[src/rtl/positaccum_encode_16.sv]
// Four-stage encoder from the serialized accumulator format to posit<16,2>.
// It applies round-to-nearest-even, saturation and clamping, and flags inexact results.
package positaccum_encode_16_pkg;
  localparam int FBITS_ACCUM = 32;
endpackage

module positaccum_encode_16
  import positaccum_encode_16_pkg::*;
#(
  parameter int FBITS = FBITS_ACCUM
) (
  input  logic             clk,
  input  logic             rst,
  input  logic             start,
  input  logic [FBITS+11:0] in1,
  input  logic             truncated_in,
  output logic [15:0]      result,
  output logic             done,
  output logic             inexact
);

  // Layout of the stage-2 string: 16 regime pad bits, terminator, e[1:0], fraction.
  localparam int SW = FBITS + 3;
  localparam int EW = SW + 16;

  // ---------------- stage 1 decode ----------------
  logic              w_start;
  logic signed [8:0] w_scale;
  logic signed [8:0] w_k;

  // NOTE: the case-equality operator makes an X on start act as "no start" in simulation.
  assign w_start = (start === 1'b1);
  assign w_scale = in1[FBITS+10:FBITS+2];
  assign w_k     = w_scale >>> 2;

  logic              r_s1_valid, r_s2_valid, r_s3_valid;
  logic              r_s1_sgn, r_s1_inf, r_s1_zero, r_s1_hi, r_s1_lo, r_s1_trunc;
  logic signed [6:0] r_s1_k;
  logic [1:0]        r_s1_e;
  logic [FBITS-1:0]  r_s1_frac;

  logic              r_s2_sgn, r_s2_inf, r_s2_zero, r_s2_hi, r_s2_lo;
  logic [14:0]       r_s2_mag;
  logic              r_s2_guard, r_s2_sticky;

  logic              r_s3_sgn, r_s3_inf, r_s3_zero, r_s3_hi, r_s3_lo;
  logic [14:0]       r_s3_mag;
  logic              r_s3_gs;

  // ---------------- stage 2 regime placement ----------------
  logic [4:0]        w_run;
  logic [EW-1:0]     w_ext;
  logic [EW-1:0]     w_shifted;
  logic [14:0]       w_mag15;
  logic              w_guard, w_sticky;

  // NOTE: every always_comb output gets a default first so no latch is inferred.
  always_comb begin
    w_run = 5'd16;
    if (!r_s1_k[6]) begin
      if (r_s1_k < 7'sd15) w_run = 5'(r_s1_k + 7'sd1);
    end else begin
      if (r_s1_k > -7'sd16) w_run = 5'(-r_s1_k);
    end
  end

  // Regime run of (k+1) ones or (-k) zeros, then the terminator, e and fraction.
  assign w_ext     = {{16{~r_s1_k[6]}}, r_s1_k[6], r_s1_e, r_s1_frac};
  assign w_shifted = w_ext << (5'd16 - w_run);
  assign w_mag15   = w_shifted[EW-1 -: 15];
  assign w_guard   = w_shifted[EW-16];
  assign w_sticky  = (|w_shifted[EW-17:0]) | r_s1_trunc;

  // ---------------- stage 3 rounding ----------------
  logic        w_inc;
  logic [15:0] w_sum;
  logic [14:0] w_rnd;

  assign w_inc = r_s2_guard & (r_s2_mag[0] | r_s2_sticky);
  assign w_sum = {1'b0, r_s2_mag} + {15'd0, w_inc};

  always_comb begin
    w_rnd = w_sum[14:0];
    if (w_sum[15])          w_rnd = 15'h7FFF;
    else if (w_sum == '0)   w_rnd = 15'h0001;
  end

  // ---------------- stage 4 specials and sign ----------------
  logic [14:0] w_mag;
  logic [15:0] w_result;
  logic        w_inexact;

  always_comb begin
    w_mag     = r_s3_mag;
    w_inexact = r_s3_gs;
    if (r_s3_hi) begin
      w_mag     = 15'h7FFF;
      w_inexact = 1'b1;
    end else if (r_s3_lo) begin
      w_mag     = 15'h0001;
      w_inexact = 1'b1;
    end
    w_result = r_s3_sgn ? (16'd0 - {1'b0, w_mag}) : {1'b0, w_mag};
    if (r_s3_inf) begin
      w_result  = 16'h8000;
      w_inexact = 1'b0;
    end else if (r_s3_zero) begin
      w_result  = 16'h0000;
      w_inexact = 1'b0;
    end
  end

  // ---------------- control and output registers ----------------
  // NOTE: sequential state uses non-blocking assignments so every stage samples pre-edge values.
  always_ff @(posedge clk or negedge rst) begin
    if (!rst) begin
      r_s1_valid <= 1'b0;
      r_s2_valid <= 1'b0;
      r_s3_valid <= 1'b0;
      done       <= 1'b0;
      result     <= 16'h0000;
      inexact    <= 1'b0;
    end else begin
      r_s1_valid <= w_start;
      r_s2_valid <= r_s1_valid;
      r_s3_valid <= r_s2_valid;
      done       <= r_s3_valid;
      if (r_s3_valid) begin
        result  <= w_result;
        inexact <= w_inexact;
      end
    end
  end

  // NOTE: datapath registers carry no reset; the valid chain alone decides what is live.
  always_ff @(posedge clk) begin
    if (w_start) begin
      r_s1_sgn   <= in1[FBITS+11];
      r_s1_k     <= w_k[6:0];
      r_s1_e     <= w_scale[1:0];
      r_s1_frac  <= in1[FBITS+1:2];
      r_s1_inf   <= in1[1];
      r_s1_zero  <= in1[0];
      r_s1_trunc <= truncated_in;
      r_s1_hi    <= (w_scale > 9'sd56);
      r_s1_lo    <= (w_scale < -9'sd56);
    end
    if (r_s1_valid) begin
      r_s2_sgn    <= r_s1_sgn;
      r_s2_inf    <= r_s1_inf;
      r_s2_zero   <= r_s1_zero;
      r_s2_hi     <= r_s1_hi;
      r_s2_lo     <= r_s1_lo;
      r_s2_mag    <= w_mag15;
      r_s2_guard  <= w_guard;
      r_s2_sticky <= w_sticky;
    end
    if (r_s2_valid) begin
      r_s3_sgn  <= r_s2_sgn;
      r_s3_inf  <= r_s2_inf;
      r_s3_zero <= r_s2_zero;
      r_s3_hi   <= r_s2_hi;
      r_s3_lo   <= r_s2_lo;
      r_s3_mag  <= w_rnd;
      r_s3_gs   <= r_s2_guard | r_s2_sticky;
    end
  end

endmodule

[config.mk]
export PLATFORM = sky130hd
export DESIGN_NAME = positaccum_encode_16
export DESIGN_NICKNAME = d
export VERILOG_FILES = /design/src/rtl/positaccum_encode_16.sv
export SDC_FILE = /design/constraint.sdc
export NUM_CORES = 1
export LEC_CHECK = 0
export ABC_AREA = 1
export CAP_MARGIN = 20
export CORE_UTILIZATION = 36
export CTS_BUF_LIST = sky130_fd_sc_hd__clkbuf_16
export DETAILED_ROUTE_END_ITERATION = 8
export SETUP_SLACK_MARGIN = 0.05
export SYNTH_ARGS = -nofsm -noshare
export SYNTH_HDL_FRONTEND = slang
export SYNTH_SLANG_ARGS = --single-unit
[constraint.sdc]
create_clock -name clk -period 7.8 [get_ports clk]
set_clock_uncertainty 0.1 [all_clocks]
set_input_delay 0.78 -clock clk [delete_from_list [all_inputs] [get_ports clk]]
set_output_delay 0.78 -clock clk [all_outputs]
set_load 0.005 [all_outputs]
# ---- Yosys cells after proc, flatten, opt, wreduce, memory -nomap -nowiden
# Cells that the tools add are included.
dict set report totals {
  wordCells 63
  output_inout_bits 18
  reg_bits 111
}
dict set report classes {
  addsub 5
  n_eq_ne 1
  n_bitwise 5
  n_mux 13
  shifts 1
  n_lt_le_gt_ge 4
  n_reduce_logical 3
}
# op n
set ops {}
lappend ops {{<< shifter 51 x 5 -> 51 bit} 1}
lappend ops {{2-to-1 mux 16 bit} 3}
lappend ops {{2-to-1 mux 15 bit} 3}
lappend ops {{OR reduction 35 bit} 1}
lappend ops {{adder 15 x 1 -> 16 bit} 1}
lappend ops {{zero test 16 bit} 1}
lappend ops {{subtractor 1 x 15 -> 16 bit (first input constant)} 1}
lappend ops {{2-to-1 mux 5 bit} 3}
lappend ops {{greater-than comparator 9 x 7 -> 1 bit (second input constant)} 1}
lappend ops {{less-than comparator 9 x 7 -> 1 bit (second input constant)} 1}
lappend ops {{greater-than comparator 7 x 5 -> 1 bit (second input constant)} 1}
lappend ops {{less-than comparator 7 x 5 -> 1 bit (second input constant)} 1}
lappend ops {{adder 5 x 2 -> 5 bit (second input constant)} 1}
lappend ops {{negation 5 bit} 1}
lappend ops {{subtractor 5 bit (first input constant)} 1}
lappend ops {{2-to-1 mux 1 bit} 4}
lappend ops {{bitwise OR 1 bit} 3}
lappend ops {{OR reduction 2 bit} 1}
lappend ops {{bitwise AND 1 bit} 1}
lappend ops {{case equality test 1 bit (second input constant)} 1}
lappend ops {{inverter 1 bit} 1}

# ---- Logic depth before layout (Yosys ltp)
# Gate-level depths: netlist (run 1).
dict set report logic_depth {
  depth_word 7
  mapped_depth 22
  mapped_depth_nobuf 20
}

# ---- Worst setup path before layout (run 1)
# No wires, ideal clock.
dict set report synth_path {
  path_kind {register to register}
  from {register r_s1_k[0]}
  to {register r_s2_sticky (data pin)}
  path_stages_with_launch 20
  setup_time_ns 0.260
  arrival_ns 2.986
  n_path_buf 3
  path_slack_ns 4.455
  synth_period_minus_slack_ns 3.345
  required_ns 7.440
  cell_sequence {edfxtp_1 > inv_1 > ha_1 > nand3_2 > nand2_2 > o21ai_4 > nand2_4 > buf_2 > ha_1 > clkbuf_1 > clkbuf_1 > nand3_1 > nand3_1 > nand2_1 > nor2_1 > nand2_1 > nor2_1 > nor2_1 > nor2_1 > nand3_1}
}
dict set report synth_via {
  elab_chain_cells 7
  elab_cells_between_ends 11
  cone_classes {add/sub (3); order compare (2); shift (1); mux (3); bitwise (1); reduce/logical (1)}
}
# element line
set synth_lines {}
lappend synth_lines {{from (decl)} 38} ;# logic signed [6:0] r_s1_k;
lappend synth_lines {{from (signal assigned)} 139} ;# r_s1_k <= w_k[6:0];
lappend synth_lines {{less-than comparator 7 x 5 -> 1 bit, or another cell as far along} 61} ;# if (r_s1_k < 7'sd15) w_run = 5'(r_s1_k + 7'sd1);
lappend synth_lines {{2-to-1 mux 5 bit, on equally long branches} {61, 63}}
lappend synth_lines {{2-to-1 mux 5 bit *} 60} ;# if (!r_s1_k[6]) begin
lappend synth_lines {{subtractor 5 bit *} 69} ;# assign w_shifted = w_ext << (5'd16 - w_run);
lappend synth_lines {{<< shifter 51 x 5 -> 51 bit *} 69}
lappend synth_lines {{OR reduction 35 bit *} 72} ;# assign w_sticky = (|w_shifted[EW-17:0]) | r_s1_trunc;
lappend synth_lines {{bitwise OR 1 bit *} 72}
lappend synth_lines {{named net w_sticky} 55} ;# logic w_guard, w_sticky;
lappend synth_lines {{to (signal assigned)} 156} ;# r_s2_sticky <= w_sticky;
lappend synth_lines {{to (decl)} 44} ;# logic r_s2_guard, r_s2_sticky;
# Mark *: on every way through the listed nets, which the timed path passes. The rest lies on a longest branch.
# A chain may end at the register's enable or synchronous reset.

# ---- Final worst setup path (run 1)
# Same ends and word-level chain as after synthesis.

==> results of run 1 <==
[kinds of logic (layout without fill, tap and decap cells)]
kind of cell	count (synthesis)	after routing
flops	111	111
xor+xnor	20	20
simple gates	545	545
buf+inv	119	165
fa+ha+maj	6	6
compound gates	97	97
[final cells by class]
class | instances | area [um2] | share of cell area (%)
well taps | 260 | 325 | 4.01
multi-input cells | 668 | 3240 | 39.9
repair buffers | 72 | 718 | 8.85
inverters | 77 | 292 | 3.59
flip-flops and latches | 111 | 3230 | 39.8
clock buffers | 9 | 225 | 2.78
clock inverters | 7 | 88.8 | 1.10
[worst max-delay path by stage]
stage                         start          end  depth (start not counted)
after floorplan           r_s1_k[0]  r_s2_sticky                         19
after global placement    r_s1_k[0]  r_s2_sticky                         20
after detailed placement  r_s1_k[0]  r_s2_sticky                         22
after CTS                 r_s1_k[0]  r_s2_sticky                         22
after global routing      r_s1_k[0]  r_s2_sticky                         20
final                     r_s1_k[0]  r_s2_sticky                         22
[stage by stage]
stage	hold WS, ns	power (mW)
floorplan	0.282	1.33
global placement	0.305	1.52
detailed placement	0.306	1.52
CTS	0.325	2.01
global route	0.332	2.14
finish	0.323	2.00
[registers in the layout (all words and copies together) (netlist names), 2 cells and up]
name and count:
r_s1_e 2, result 16, r_s3_mag 15, r_s2_mag 15, r_s1_k 7, r_s1_frac 32
[power by group]
part           internal [mW]  switching, mW  leakage [nW]  total, mW
logic                  0.245          0.464          2.27      0.708
registers              0.750         0.0513          1.15      0.801
clock network          0.234          0.253         0.153      0.487
[metal layers]
metal	vias up	GRT usage, %	wire [um]
met5	-	0	0
met4	0	8.58	544
met1	2787	21.3	7180
li1	3141	-	-
met2	160	29.0	7590
met3	24	2.17	655
[cell usage after synthesis (3+ instances only)]
cell type	number
nand3_1	201
a22oi_1	4
o211ai_1	6
a32o_1	4
or2_2	3
buf_2	20
buf_4	8
nor2_1	40
xor2_1	13
o22ai_1	3
nand2_2	5
nand2_1	266
a21oi_1	28
o21ai_0	39
nand4_1	9
a31oi_1	6
clkbuf_1	12
dfrtp_1	21
inv_2	4
edfxtp_1	90
nand3b_1	3
ha_1	6
xnor2_1	6
nor3_1	8
inv_1	71
[critical path: stages (launching register included)]
cell      delay, ns
edfxtp_1       0.48
inv_1          0.15
ha_1           0.26
nand3_2        0.09
nand2_2        0.09
o21ai_4        0.13
buf_4          0.40
nand2_4        0.36
ha_1           0.40
buf_4          0.25
inv_1          0.50
buf_4          0.35
nand3_1        0.14
nand2_1        0.08
nand2_1        0.05
nand2_1        0.10
nand2_1        0.05
nand2_1        0.12
nand2_1        0.06
nor2_1         0.08
nand3_1        0.08
nand2_1        0.06
nand3_1        0.07
==> run metrics, run 1 <==
row count=50; Worst setup EP type=flop; FILL cells=roughly 1900; async set-reset flop share out of synthesis=a little under a fifth; Nets=a little under 1000; clk buf depth=2; CP required=just under 8 ns; Slew headroom=between 30% and 40%; routed vias=between 6000 and 7000; worst hold start=r_s2_lo; Area after DPL=around 7800 um2; crit path kind=flop to flop; initial antenna violation count=0; average wire per standard cell=between 10 and 15 um; pre-CTS setup slack=roughly 3.1 ns; Area contributors post-synth=edfxtp_1, nand3_1, nand2_1, dfrtp_1, inv_1; Seq/Total Area, Yosys=46.3%; worst vdd ir=around 0.00012 V; die area=between 15000 and 20000 um2; leading area contributor after synthesis=edfxtp_1; Syn Inst Count=approximately 900; RSZ-0062 raised after global routing=no; Post-CTS Setup Inserts=0; Synth cell types=43; Compound-Gate Fraction of Synth Area=between 8 and 9%; fraction of synthesized area in multiplexers=0%; Chip Height=approximately 140 um; placed insts=around 1200; largest net degree at the start of global routing=49; RR Endpoint=r_s2_sticky; cts bufs inserted=9; Core Util, Final=43.1%; DRC Markers=0; Layout Cells excl Fill=around 1200; fmax=210 MHz; post_cts resized=0; Leak=roughly 3.6 nW; ant diodes=0; Clk Latency, worst-skew pair=roughly 0.37 ns; Worst Setup Start Kind=flop; reg2reg path depth=22; I/O pin total=66; Tot GR Track Use=around 17%; max-slew violation count=0; XOR/XNOR Fraction of Synth Area=roughly 2.6%; Worst Max-Slew Pin Slew=~0.92 ns; clock sinks=about 110; commonest non-fill, non-tap cells in the layout=nand2_1, nand3_1, edfxtp_1; Hold Path Depth=0; # H-tree levels=3; vias in the first global route=5709; ratio of cells with drive above 1 in the final layout=under 10%; main combinational cell family by area after synthesis=simple AND/OR/NAND/NOR gates; worst r2r src=r_s1_k[0]; DP HPWL=about 12000 um; CTS Root Cell=clkbuf_16; final instance area=about 8100 um2; PortBufs=65; max-cap viol count=0; Setup TNS Final=0 ns; Worst Hold Class=flop to flop; most common cell after layout, fill and taps aside=nand2_1; dominant synthesized flop cell=edfxtp_1; setup ws final=roughly 3.0 ns; vias per cell=5.08; Starting Density=between 30% and 40%; Reg clk slew, reported paths=0.08 ns; R2R setup slack=between 3 and 4 ns; Tcrit/Tclk final=between 60% and 70%; Crit Path Max Fanout=44; Synth Cell Area=about 7000 um2; crit path time final=4.77 ns; WHS Endpoint=r_s3_lo; syn_nets=952; PwrDens=around 250 nW/um2; GPL Wtd Cong=around 0.91; synth-to-layout area growth=16.4%; ANT nets after route=0; overall routed net length=16000 um; grt total ovfl=0; Post-synth EDFFs=90; Final setup viols=0; adder-cell share of the synthesized area=under 10%; hold_buf cts=0; Mean Syn Cell Area=slightly below 8 um2; Yosys warnings=0; Initial DRC Count=429; Core Region=approximately 19000 um2; TritonRoute pass-1 iters=5; post-synthesis simple-gate area fraction=around 34%; first-pass GRT wire length=27100 um; Die X=about 140 um; status=finished clean; Synth top area share=between 30% and 40%; CTS tree=yes; final hold vios=0; Yosys reg bits=roughly 110; CP arrival=4.80 ns
Power figures use the tool's default switching activity.
==> run 2: changes to the inputs <==
==> constraint.sdc (replaced) <==
create_clock -name clk -period 5 [get_ports clk]
set_clock_uncertainty 0.1 [all_clocks]
set_input_delay 0.5 -clock clk [delete_from_list [all_inputs] [get_ports clk]]
set_output_delay 0.5 -clock clk [all_outputs]
set_load 0.005 [all_outputs]
==> run 2 against run 1 <==
Cell area about the same; global-route usage down 0.20 points; sequential power up 56%; via count is 1.4% lower; first-iteration DRC count fell by 26%; worst hold slack got worse by 0.099 ns; critical path depth is 2 lower; clock power up 51%.
==> run metrics, run 2 (synthesized netlist as in run 1, its figures left out) <==
TritonRoute pass-1 iters=5; hold_buf cts=0; first-pass GRT wire length=roughly 27000 um; cts bufs inserted=9; PortBufs=65; biggest regs=r_s1_frac: 32 flops, result: 16 flops; ratio of cells with drive above 1 in the final layout=4.87%; # H-tree levels=3; crit path kind=flop to flop; vias in the first global route=5666; I/O pin total=66; fmax=about 250 MHz; final hold vios=0; vias per cell=roughly 5.0; Die X=between 100 and 150 um; max FFs per register=32; Worst setup EP type=flop; Tot GR Track Use=~17%; Reg clk slew, reported paths=about 0.080 ns; CTS Root Cell=clkbuf_16; status=finished clean; average wire per standard cell=between 10 and 15 um; Leak=3.57 nW; overall routed net length=~16000 um; Worst Setup Start Kind=flop; worst vdd ir=between 0.0002 and 0.00025 V; Core Region=between 15000 and 20000 um2; Setup TNS Final=0 ns; Starting Density=a little under two fifths; Tcrit/Tclk final=80.3%; max-cap viol count=0; Pwr Total=3.09 mW; Chip Height=roughly 140 um; Slew headroom=between 30% and 40%; synth-to-layout area growth=16.3%; post_cts resized=0; Nets=between 900 and 1000; Crit Path Max Fanout=44; grt total ovfl=0; ANT nets after route=0; largest net degree at the start of global routing=about 50; row count=50; DP HPWL=11700 um; CP required=between 5 and 6 ns; GPL Wtd Cong=approximately 0.91; crit path time final=roughly 4 ns; Final setup viols=0; most common cell after layout, fill and taps aside=nand2_1; PwrDens=between 300 and 400 nW/um2; Initial DRC Count=roughly 320; CTS tree=yes; DRC Markers=0; CP arrival=approximately 4.0 ns; ant diodes=0; FILL cells=between 1500 and 2000; max-slew violation count=0; Clk Latency, worst-skew pair=between 0.3 and 0.4 ns; clock sinks=111; initial antenna violation count=0; die area=about 20000 um2; RSZ-0062 raised after global routing=no; Biggest register=r_s1_frac; commonest non-fill, non-tap cells in the layout=nand2_1, nand3_1, edfxtp_1; Core Util, Final=43.0%; clk buf depth=2; Post-CTS Setup Inserts=0; Worst Hold Class=input port to async pin; Worst Max-Slew Pin Slew=around 0.92 ns; routed vias=6025
run 2: cell count changes in the layout (fill, tap and decap cells not counted):
cell      previous run  this run
clkinv_4             0         1
inv_12               1         0
run 2: path summary, 6_finish.rpt:
path,slack [ns],start,end,depth (start not counted)
max in group asynchronous,4.22,rst,r_s1_valid,2
setup reg to reg,0.98,r_s1_k[0],r_s2_sticky,20
hold / removal,0.22,rst,result[2],1
setup / recovery,0.98,r_s1_k[0],r_s2_sticky,20
min in group clk,0.32,r_s2_zero,r_s3_zero,0
hold reg to reg,0.32,r_s2_zero,r_s3_zero,0
run 2: layout make-up:
cell class | instances | area (um2) | area share [%]
multi-input cells | 668 | 3240 | 39.9
flip-flops and latches | 111 | 3230 | 39.8
repair buffers | 72 | 718 | 8.86
well taps | 260 | 325 | 4.01
inverters | 77 | 292 | 3.60
clock buffers | 9 | 225 | 2.78
clock inverters | 7 | 81.3 | 1.00
run 2: power by group:
part | switching [mW] | total, mW | leakage [nW] | internal (mW)
Clock | 0.375 | 0.734 | 0.150 | 0.359
Sequential | 0.0797 | 1.25 | 1.15 | 1.17
Combinational | 0.724 | 1.11 | 2.27 | 0.385
run 2: critical path, stage by stage (launching register included):
cell and delay [ns]:
edfxtp_1 0.50, inv_1 0.20, ha_1 0.23, nand3_2 0.09, nand2_2 0.13, o21ai_4 0.08, nand2_4 0.36, ha_1 0.29
inv_1 0.05, nand3_1 0.09, nand2_2 0.31, inv_4 0.44, nand3_1 0.19, nand3_1 0.15, nand2_1 0.10, nor2_1 0.11
nand2_1 0.07, nand2_1 0.06, nand2_1 0.05, nor2_1 0.08, nand3_1 0.07
run 2: through the flow:
step,area (um2),std cells,hold slack (ns),setup WS [ns]
finish,8110,1204,0.224,0.983
global route,8110,1204,0.223,0.608
CTS,8070,1202,0.318,0.974
detailed placement,7760,1186,0.305,1.00
global placement,7760,1186,0.300,1.03
floorplan,6970,898,0.104,1.65
run 2: metal layers:
layer  global-route usage [%]  part of all wire, %  vias up
li1                         -                    -     3132
met1                     21.0                   44     2704
met2                     28.6                   48      158
met5                        0                    0        -
met4                     7.44                  2.9        0
met3                     3.06                  4.6       31
==> run 3: changes to the inputs <==
==> constraint.sdc (replaced) <==
create_clock -name clk -period 3.3 [get_ports clk]
set_clock_uncertainty 0.1 [all_clocks]
set_input_delay 0.33 -clock clk [delete_from_list [all_inputs] [get_ports clk]]
set_output_delay 0.33 -clock clk [all_outputs]
set_load 0.005 [all_outputs]
==> run 3 against run 2 <==
Final cell count up 1.2%; non-clock buffer count up 15; wire length up 2.5%; sequential power up 51%; sequential share of layout area down 0.93 points.
==> run metrics, run 3 (synthesized netlist as in run 1, its figures left out) <==
status=finished clean; I/O pin total=66; WL met1=7100 um; biggest regs=r_s1_frac: 32 flops, result: 16 flops; Starting Density=between 30% and 40%; crit path time final=~3.0 ns; initial antenna violation count=0; Sw Ratio=37.9%; clock share of power=a little under a quarter; Reg clk slew, reported paths=approximately 0.080 ns; setup ws final=~0.29 ns; Leak=3.67 nW; vias per cell=roughly 5.0; ANT nets after route=0; Setup TNS Final=0 ns; Slew headroom=around 38%; CP required=roughly 3.3 ns; max-cap viol count=0; Worst Hold Class=input port to flop; die area=~20000 um2; largest net degree at the start of global routing=between 40 and 50; Chip Height=approximately 140 um; FILL cells=1920; grt total ovfl=0; Worst Max-Slew Pin Slew=0.921 ns; PwrDens=roughly 580 nW/um2; Top Layer Used=met4; overall routed net length=16200 um; commonest non-fill, non-tap cells in the layout=nand2_1, nand3_1, edfxtp_1; routed vias=roughly 6000; Crit Path Max Fanout=20; Worst Setup Start Kind=flop; cts bufs inserted=9; sequential cell area=approximately 3200 um2; TritonRoute pass-1 iters=5; Core Region=18800 um2; GPL Wtd Cong=around 0.95; area of the multi-input gates=3250 um2; vias in the first global route=5631; Final setup viols=0; Worst setup EP type=flop; DRC Markers=0; met3 wire length=669 um; CTS tree=yes; Die X=about 140 um; pre-CTS setup slack=0.140 ns; max-slew violation count=0; Comb pwr share=a little under two fifths; DP HPWL=~12000 um; Biggest register=r_s1_frac; Clk Latency, worst-skew pair=0.37 ns; Nets=1008; most common cell after layout, fill and taps aside=nand2_1; ratio of cells with drive above 1 in the final layout=under 10%; # H-tree levels=3; synth-to-layout area growth=19.1%; first-pass GRT wire length=between 20000 and 30000 um; average wire per standard cell=13.3 um; ant diodes=0; Psw=1.82 mW; Tcrit/Tclk final=a little over 90%; metal2 WL=about 8000 um; final hold vios=0; sequential power share=between 30% and 40%; Initial DRC Count=roughly 300; CTS Root Cell=clkbuf_16; fmax=between 300 and 400 MHz; RSZ-0062 raised after global routing=no; clk buf depth=2; max FFs per register=32; clock sinks=111; worst vdd ir=0.000304 V; Int Pwr=2.99 mW; Tot GR Track Use=between 15 and 20%; row count=50; CP arrival=about 3 ns; crit path kind=flop to flop; PortBufs=65
## run 3: worst max-delay path: stages, from the launching register on
cell and delay [ns]:
edfxtp_1 0.38, inv_1 0.16, ha_1 0.23, nand3_2 0.09
nand2_2 0.12, o21ai_4 0.08, nand2_4 0.19, ha_4 0.25
inv_2 0.11, buf_12 0.17, nand3_1 0.14, nand3_1 0.12
nand3_1 0.08, nand2_1 0.13, nand2_1 0.07, nor2_1 0.12
nand3_1 0.08, nand2_1 0.08, nand3_1 0.07
## run 3: path summary, 6_finish.rpt
| check | depth (start not counted) | slack [ns] | endpoint | startpoint |
|---|---|---|---|---|
| setup / recovery | 18 | 0.29 | r_s2_sticky | r_s1_k[0] |
| hold / removal | 1 | 0.18 | r_s1_valid | start |
| setup reg to reg | 18 | 0.29 | r_s2_sticky | r_s1_k[0] |
| hold reg to reg | 0 | 0.32 | done | r_s3_valid |
| max in group asynchronous | 1 | 2.16 | r_s1_valid | rst |
| min in group asynchronous | 1 | 0.38 | result[2] | rst |
## run 3: routing by layer
layer	up-vias	track usage [%]
met4	0	8.18
met2	161	29.6
met3	30	2.34
li1	3172	-
met1	2790	20.8
met5	-	0
## run 3: power by group through the flow
| stage | Clock, mW | Combinational [mW] | Sequential, mW |
|---|---|---|---|
| 5_1_grt | 1.20 | 2.03 | 1.91 |
| 4_1_cts | 1.16 | 1.76 | 1.89 |
| 6_report | 1.11 | 1.81 | 1.89 |
| 2_1_floorplan | 0 | 1.26 | 1.89 |
| 3_5_place_dp | 0 | 1.75 | 1.92 |
| 3_3_place_gp | 0 | 1.76 | 1.91 |
## run 3: per-stage QoR
stage	instance area, um2	instances	total power [mW]	hold slack (ns)	utilization [%]
after global placement	7890	1200	3.68	0.298	41.9
after detailed placement	7890	1200	3.67	0.305	41.9
after global routing	8300	1219	5.14	0.194	44.1
final	8300	1219	4.81	0.184	44.1
after CTS	8210	1216	4.80	0.323	43.6
after floorplan	6970	898	3.15	-0.0656	-
## run 3: what timing repair did
item                       in CTS  in global routing
setup endpoints to repair       0                  1
gates resized for setup         0                  9
hold endpoints to repair        0                  0
hold buffers                    0                  0
setup buffers                   0                  1
## run 3: final cells by class
| class | count | area share [%] |
|---|---|---|
| Tap cell | 260 | 3.92 |
| Inverter | 77 | 3.57 |
| Multi-Input combinational cell | 668 | 39.2 |
| Timing Repair Buffer | 87 | 10.6 |
| Clock buffer | 9 | 2.71 |
| Clock inverter | 7 | 1.09 |
| Sequential cell | 111 | 38.9 |
